[src/rtl/stu_cntl_pkg.sv]
// Shared definitions for stu_cntl: framing encodings, FSM states, default widths.
package stu_cntl_pkg;

    localparam int unsigned DataWDef     = 64;
    localparam int unsigned TagWDef      = 8;
    localparam int unsigned FifoDepthDef = 8;

    // Free entries that must remain after this cycle for ready to stay high.
    localparam int unsigned ReadyMargin  = 3;

    typedef enum logic [1:0] {
        CntlMom    = 2'b00,
        CntlSom    = 2'b01,
        CntlEom    = 2'b10,
        CntlSomEom = 2'b11
    } cntl_e;

    typedef enum logic {
        StIdle,
        StInPkt
    } state_e;

    // EOM and SOM_EOM both close a packet.
    function automatic logic is_eop(logic [1:0] cntl);
        return cntl[1];
    endfunction

endpackage

[src/rtl/stu_fifo.sv]
// Power-of-two circular buffer with occupancy count; head is read combinationally.
module stu_fifo #(
    parameter int unsigned DEPTH = 8,
    parameter int unsigned WIDTH = 74
) (
    input  logic                     clk,
    input  logic                     reset_poweron,
    input  logic                     push,
    input  logic [WIDTH-1:0]         wdata,
    input  logic                     pop,
    output logic [WIDTH-1:0]         rdata,
    output logic                     full,
    output logic                     empty,
    output logic [$clog2(DEPTH):0]   count
);

    localparam int unsigned AW = $clog2(DEPTH);
    localparam int unsigned CW = AW + 1;

    logic [WIDTH-1:0] mem [DEPTH];
    logic [AW-1:0]    wptr_q, rptr_q;
    logic [CW-1:0]    count_q, count_d;
    logic             wr_en, rd_en;

    assign full  = (count_q == CW'(DEPTH));
    assign empty = (count_q == '0);
    assign count = count_q;
    assign rdata = mem[rptr_q];

    // A push into a full buffer is only legal when the head leaves in the same cycle.
    assign wr_en = push && (!full || pop);
    assign rd_en = pop && !empty;

    always_comb begin
        count_d = count_q;
        case ({wr_en, rd_en})
            2'b10:   count_d = count_q + 1'b1;
            2'b01:   count_d = count_q - 1'b1;
            default: count_d = count_q;
        endcase
    end

    always_ff @(posedge clk) begin
        if (wr_en) begin
            mem[wptr_q] <= wdata;
        end
    end

    always_ff @(posedge clk or posedge reset_poweron) begin
        if (reset_poweron) begin
            wptr_q  <= '0;
            rptr_q  <= '0;
            count_q <= '0;
        end else begin
            if (wr_en) wptr_q <= wptr_q + 1'b1;
            if (rd_en) rptr_q <= rptr_q + 1'b1;
            count_q <= count_d;
        end
    end

endmodule

[src/rtl/stu_cntl.sv]
// Stack upstream controller: input register, framing check, buffering to the rdp.
// Optional framing checker enabled by defining STUC_FRAMING_CHECK_EN.
module stu_cntl
    import stu_cntl_pkg::*;
#(
    parameter int unsigned DATA_W     = DataWDef,
    parameter int unsigned TAG_W      = TagWDef,
    parameter int unsigned FIFO_DEPTH = FifoDepthDef
) (
    input  logic              clk,
    input  logic              reset_poweron,

    input  logic              sui__stuc__valid,
    input  logic [1:0]        sui__stuc__cntl,
    input  logic [TAG_W-1:0]  sui__stuc__tag,
    input  logic [DATA_W-1:0] sui__stuc__data,
    output logic              stuc__sui__ready,

    output logic              stuc__rdp__valid,
    output logic [1:0]        stuc__rdp__cntl,
    output logic [TAG_W-1:0]  stuc__rdp__tag,
    output logic [DATA_W-1:0] stuc__rdp__data,
    input  logic              rdp__stuc__ready,

    output logic              stuc__err_sticky,
    output logic [7:0]        stuc__err_count,
    output logic [15:0]       stuc__pkt_count
);

    localparam int unsigned W  = 2 + TAG_W + DATA_W;
    localparam int unsigned CW = $clog2(FIFO_DEPTH) + 1;

    logic              d1_valid_q;
    logic [1:0]        d1_cntl_q;
    logic [TAG_W-1:0]  d1_tag_q;
    logic [DATA_W-1:0] d1_data_q;

    logic              frame_ok;
    logic              overflow;
    logic              push, pop;
    logic              fifo_full, fifo_empty;
    logic [CW-1:0]     fifo_count, count_next;
    logic [W-1:0]      fifo_head, rdp_word;
    logic              ready_q;
    logic [15:0]       pkt_count_q;

    // Input words are captured unconditionally; ready is only advisory.
    always_ff @(posedge clk or posedge reset_poweron) begin
        if (reset_poweron) begin
            d1_valid_q <= 1'b0;
            d1_cntl_q  <= '0;
            d1_tag_q   <= '0;
            d1_data_q  <= '0;
        end else begin
            d1_valid_q <= sui__stuc__valid;
            d1_cntl_q  <= sui__stuc__cntl;
            d1_tag_q   <= sui__stuc__tag;
            d1_data_q  <= sui__stuc__data;
        end
    end

`ifdef STUC_FRAMING_CHECK_EN
    state_e            state_q, state_d;
    logic [TAG_W-1:0]  pkt_tag_q, pkt_tag_d;
    cntl_e             d1_kind;
    logic              tag_match;
    logic              frame_err;
    logic [7:0]        err_count_q;
    logic              err_sticky_q;

    assign d1_kind   = cntl_e'(d1_cntl_q);
    assign tag_match = (d1_tag_q == pkt_tag_q);

    always_ff @(posedge clk or posedge reset_poweron) begin
        if (reset_poweron) begin
            state_q   <= StIdle;
            pkt_tag_q <= '0;
        end else begin
            state_q   <= state_d;
            pkt_tag_q <= pkt_tag_d;
        end
    end

    // The FSM tracks framing even if the word is later lost to overflow.
    always_comb begin
        state_d   = state_q;
        pkt_tag_d = pkt_tag_q;
        if (d1_valid_q) begin
            case (state_q)
                StIdle: begin
                    if (d1_kind == CntlSom) begin
                        state_d   = StInPkt;
                        pkt_tag_d = d1_tag_q;
                    end
                end
                StInPkt: begin
                    if (d1_kind == CntlEom && tag_match) state_d = StIdle;
                end
                default: state_d = StIdle;
            endcase
        end
    end

    always_comb begin
        frame_ok = 1'b0;
        if (d1_valid_q) begin
            case (state_q)
                StIdle:  frame_ok = (d1_kind == CntlSom) || (d1_kind == CntlSomEom);
                StInPkt: frame_ok = tag_match && ((d1_kind == CntlMom) || (d1_kind == CntlEom));
                default: frame_ok = 1'b0;
            endcase
        end
    end

    assign frame_err = d1_valid_q && !frame_ok;

    always_ff @(posedge clk or posedge reset_poweron) begin
        if (reset_poweron) begin
            err_count_q  <= '0;
            err_sticky_q <= 1'b0;
        end else if (frame_err || overflow) begin
            err_sticky_q <= 1'b1;
            if (err_count_q != 8'hFF) err_count_q <= err_count_q + 1'b1;
        end
    end

    assign stuc__err_sticky = err_sticky_q;
    assign stuc__err_count  = err_count_q;
`else
    assign frame_ok         = 1'b1;
    assign stuc__err_sticky = 1'b0;
    assign stuc__err_count  = '0;
`endif

    assign pop      = !fifo_empty && rdp__stuc__ready;
    assign overflow = d1_valid_q && frame_ok && fifo_full && !pop;
    assign push     = d1_valid_q && frame_ok && !overflow;

    stu_fifo #(
        .DEPTH (FIFO_DEPTH),
        .WIDTH (W)
    ) u_fifo (
        .clk           (clk),
        .reset_poweron (reset_poweron),
        .push          (push),
        .wdata         ({d1_cntl_q, d1_tag_q, d1_data_q}),
        .pop           (pop),
        .rdata         (fifo_head),
        .full          (fifo_full),
        .empty         (fifo_empty),
        .count         (fifo_count)
    );

    assign count_next = fifo_count + {{(CW-1){1'b0}}, push} - {{(CW-1){1'b0}}, pop};

    // Ready reflects occupancy after this edge; the margin covers the word in d1.
    always_ff @(posedge clk or posedge reset_poweron) begin
        if (reset_poweron) begin
            ready_q <= 1'b0;
        end else begin
            ready_q <= (count_next <= CW'(FIFO_DEPTH - ReadyMargin));
        end
    end

    always_ff @(posedge clk or posedge reset_poweron) begin
        if (reset_poweron) begin
            pkt_count_q <= '0;
        end else if (pop && is_eop(fifo_head[W-1 -: 2])) begin
            pkt_count_q <= pkt_count_q + 1'b1;
        end
    end

    // Fields read as zero when nothing is buffered, so a flushed FIFO shows no stale data.
    assign rdp_word = fifo_empty ? '0 : fifo_head;

    assign stuc__sui__ready = ready_q;
    assign stuc__rdp__valid = !fifo_empty;
    assign stuc__rdp__cntl  = rdp_word[W-1 -: 2];
    assign stuc__rdp__tag   = rdp_word[DATA_W +: TAG_W];
    assign stuc__rdp__data  = rdp_word[DATA_W-1:0];
    assign stuc__pkt_count  = pkt_count_q;

endmodule
[config.mk]
export PLATFORM = sky130hd
export DESIGN_NAME = stu_cntl
export DESIGN_NICKNAME = d
export VERILOG_FILES = /design/src/rtl/stu_cntl_pkg.sv /design/src/rtl/stu_fifo.sv /design/src/rtl/stu_cntl.sv
export SDC_FILE = /design/constraint.sdc
export NUM_CORES = 1
export LEC_CHECK = 0
export CAP_MARGIN = 10
export CORE_UTILIZATION = 35
export CTS_BUF_LIST = sky130_fd_sc_hd__clkbuf_4
export DETAILED_ROUTE_END_ITERATION = 7
export GPL_ROUTABILITY_DRIVEN = 0
export HOLD_SLACK_MARGIN = 0.1
export PLACE_DENSITY = 0.64
export SKIP_CTS_REPAIR_TIMING = 1
export SLEW_MARGIN = 10
export SYNTH_ARGS = -nofsm -noshare
export SYNTH_HDL_FRONTEND = slang
export SYNTH_HIERARCHICAL = 1
export SYNTH_SLANG_ARGS = --single-unit
[constraint.sdc]
create_clock -name clk -period 12.43 [get_ports clk]
set_clock_uncertainty 0.15 [all_clocks]
set_input_delay 1.243 -clock clk [delete_from_list [all_inputs] [get_ports clk]]
set_output_delay 1.243 -clock clk [all_outputs]
set_load 0.01 [all_outputs]
==> results.json <==
{
  "hpwl_mm": 29.7,
  "crit_fanout": 50,
  "min_period_over_period_pct": 47.8,
  "max_freq_ghz": 0.168,
  "synth-edff-count": 592,
  "cts_root_buf": "clkbuf_4",
  "synth_top_cells_by_area": "edfxtp_1 (68%), mux4_2 (13%), dfrtp_1 (9.7%)",
  "synth_area_um2": 26200,
  "p_total_mw": 7.43,
  "critPathSlowestCell": "buf_4",
  "p_clk_share_pct": 26.8,
  "rsz0062_at_grt": "false",
  "p_comb_share_pct": 31.6,
  "tritoncts": "yes",
  "syn_avg_cell_area_um2": 22.3,
  "cts_buffer_depth": 3,
  "synth_top_cell_area_share_pct": 67.7,
  "ant_nets": 0,
  "io_buffers": 169,
  "tightest_slew_ns": 1.07,
  "fp-row-count": 100,
  "routed-via-count": 12500,
  "clk_latency_ns": 1.02,
  "core_area_um2": 74300,
  "grt_max_degree": 58,
  "whs_ns": 0.337,
  "p_leak_nw": 10.6,
  "cp.required_ns": 11.04,
  "synth_ff_type": "edfxtp_1",
  "drv_cap": 0,
  "crit_path_start_kind": "flip-flop",
  "grt_antenna_before_repair": 6,
  "drive_gt1_share_pct": 34.3,
  "drt_wl_total_mm": 55.5,
  "synth.largest_area_cell": "edfxtp_1",
  "utilization_pct": 42.4,
  "grtUsageTotal_pct": 15.0,
  "swShare_pct": 29.7,
  "ys_seq_area_share_pct": 77.5,
  "path_clk_slew_ns": 0.06,
  "synth-async-reset-ratio_pct": 14.7,
  "ys_types": 47,
  "grt_overflow": 0,
  "outcome": "finished clean",
  "p_int_mw": 5.23,
  "slew_viol_final": 0,
  "die-area_um2": 76100,
  "crit_chain": "buf_16 > buf_4 > mux4_2 > mux2_2 > nor2b_1 > clkdlybuf4s50_1",
  "synthToLayoutAreaGrowth_pct": 19.9,
  "ys_ff_latch": 694,
  "critPathMaxStageDelay_ns": 0.87,
  "drt_iter0_drc": 733,
  "drc": 0,
  "holdCritPathClass": "reg2reg",
  "htree_levels": 4,
  "fin_crit_ns": 5.94,
  "firstDrtPassIters": 6,
  "cp.arrival_ns": 4.55,
  "p_sw_mw": 2.20,
  "crit_path_end_kind": "output pin",
  "numCtsBuffers": 179,
  "die_w_um": 276,
  "first_global_vias": 13800,
  "die_h_um": 276,
  "critPathKind": "reg2out",
  "tns_ns": 0,
  "clock_sinks": 694,
  "cellPowerDensity_nw_per_um2": 236,
  "syn_inst": 1176,
  "seqPwrFrac_pct": 41.6,
  "avgViaCountPerCell": 4.76,
  "vdd_drop_max_v": 0.000133,
  "relSlewSlack_pct": 28.4,
  "yosysWarnings": 6,
  "grt_pass1_wl_mm": 83.2,
  "finalSetupViolCount": 0,
  "wl_per_cell_um": 21.2,
  "hold_viol_final": 0,
  "pin_count": 179,
  "layout.nets": 1585,
  "start_util_pct": 35.3
}
==> cells by family (layout without fill, tap and decap cells) <==
logic type,Yosys count,after routing,synth area share (%)
flops,694,694,77.5
mux,225,225,16.0
simple gates,133,133,3.08
buf+inv,75,539,1.65
xor+xnor,24,24,0.829
compound gates,13,13,0.391
fa+ha+maj,11,11,0.582
other cells,1,14,0.0143
==> per-layer routing <==
layer / part of all wire [%] / GRT usage [%] / vias to the layer above
met3: 5.2 / 4.38 / 81
met2: 49 / 24.3 / 320
met4: 1.7 / 5.45 / 2
met1: 44 / 19.1 / 6567
met5: 0.016 / 0 / -
li1: - / - / 5519
==> cell type report <==
cell class	instances	area, um^2
well taps	969	1210
diodes	5	12.5
repair buffers	191	1880
fillers	6532	42800
clock inverters	51	293
multi-input cells	415	5570
flip-flops and latches	694	20300
inverters	15	58.8
clock buffers	282	2120
==> cells in the final DEF (no fill, tap or decap), types with 4 or more instances in the layout <==
master           count
edfxtp_1           592
clkbuf_4           282
clkdlybuf4s50_1    169
mux4_2             148
dfrtp_1             99
mux2_2              75
nor2b_1             74
clkinv_1            36
buf_4               21
nand2_1             18
xnor2_1             16
inv_1               13
ha_1                 9
conb_1               9
xor2_1               7
nor2_1               7
nand4_1              6
diode_2              5
clkinv_4             5
nor4_2               4
inv_6                4
nor3_2               4
==> path summary, 6_finish.rpt <==
path / startpoint / to / cells past startpoint / slack (ns)
worst max-delay path: u_fifo/rptr_q[0]$_DFFE_PP0P_ / stuc__rdp__data[5] / 6 / 6.49
worst min register to register: stuc__pkt_count[15]$_DFFE_PP0P_ / stuc__pkt_count[15]$_DFFE_PP0P_ / 1 / 0.34
worst max register to register: u_fifo/count[0]$_DFFE_PP0P_ / u_fifo/mem[3][13]$_DFFE_PP_ / 7 / 8.21
min in group asynchronous: reset_poweron / u_fifo/rptr_q[2]$_DFFE_PP0P_ / 2 / 0.51
max in group asynchronous: reset_poweron / d1_data_q[13]$_DFF_PP0_ / 3 / 10.16
worst min-delay path: stuc__pkt_count[15]$_DFFE_PP0P_ / stuc__pkt_count[15]$_DFFE_PP0P_ / 1 / 0.34
==> synthesized netlist by cell type (all sizes together), types with 3 or more instances <==
library cell and count:
nor3 5, buf 41, xnor2 17, nor2b 74, clkbuf 19, inv 15, nand4 8, nor2 10
mux2 76, nand2 18, nor4 4, o211ai 3, mux4 148, dfrtp 102, edfxtp 592, xor2 7
a21oi 3, ha 9
==> state kept, by name, indices dropped and copies added, names as in the netlist <==
| name | flops |
|---|---|
| u_fifo/mem | 592 |
| d1_data_q | 64 |
| stuc__pkt_count | 16 |
| d1_tag_q | 8 |
| u_fifo/count | 4 |
| u_fifo/rptr_q | 3 |
| u_fifo/wptr_q | 3 |
| d1_cntl_q | 2 |
| d1_valid_q | 1 |
| stuc__sui__ready | 1 |
==> worst max-delay path: cells and delay by family (launching register included) <==
family / cells / cell delay, ns
buf+inv: 3 / 1.70
mux: 2 / 0.89
flops: 1 / 0.68
simple gates: 1 / 0.16
==> power by group through the flow <==
stage	Clock [mW]	Sequential (mW)	Combinational [mW]
after floorplan	0	3.05	1.54
after global placement	0	3.17	2.33
after detailed placement	0	3.19	2.34
after CTS	2.07	3.14	2.36
after global routing	2.19	3.13	2.53
final	1.99	3.09	2.35
==> stage by stage <==
stage,cells,setup WS (ns),area [um^2]
floorplan,1184,2.62,26300
global placement,2283,7.14,29000
detailed placement,2283,7.12,29000
CTS,2616,5.93,31400
global route,2622,6.09,31500
finish,2622,6.49,31500
(Power assumes the default switching activity.)
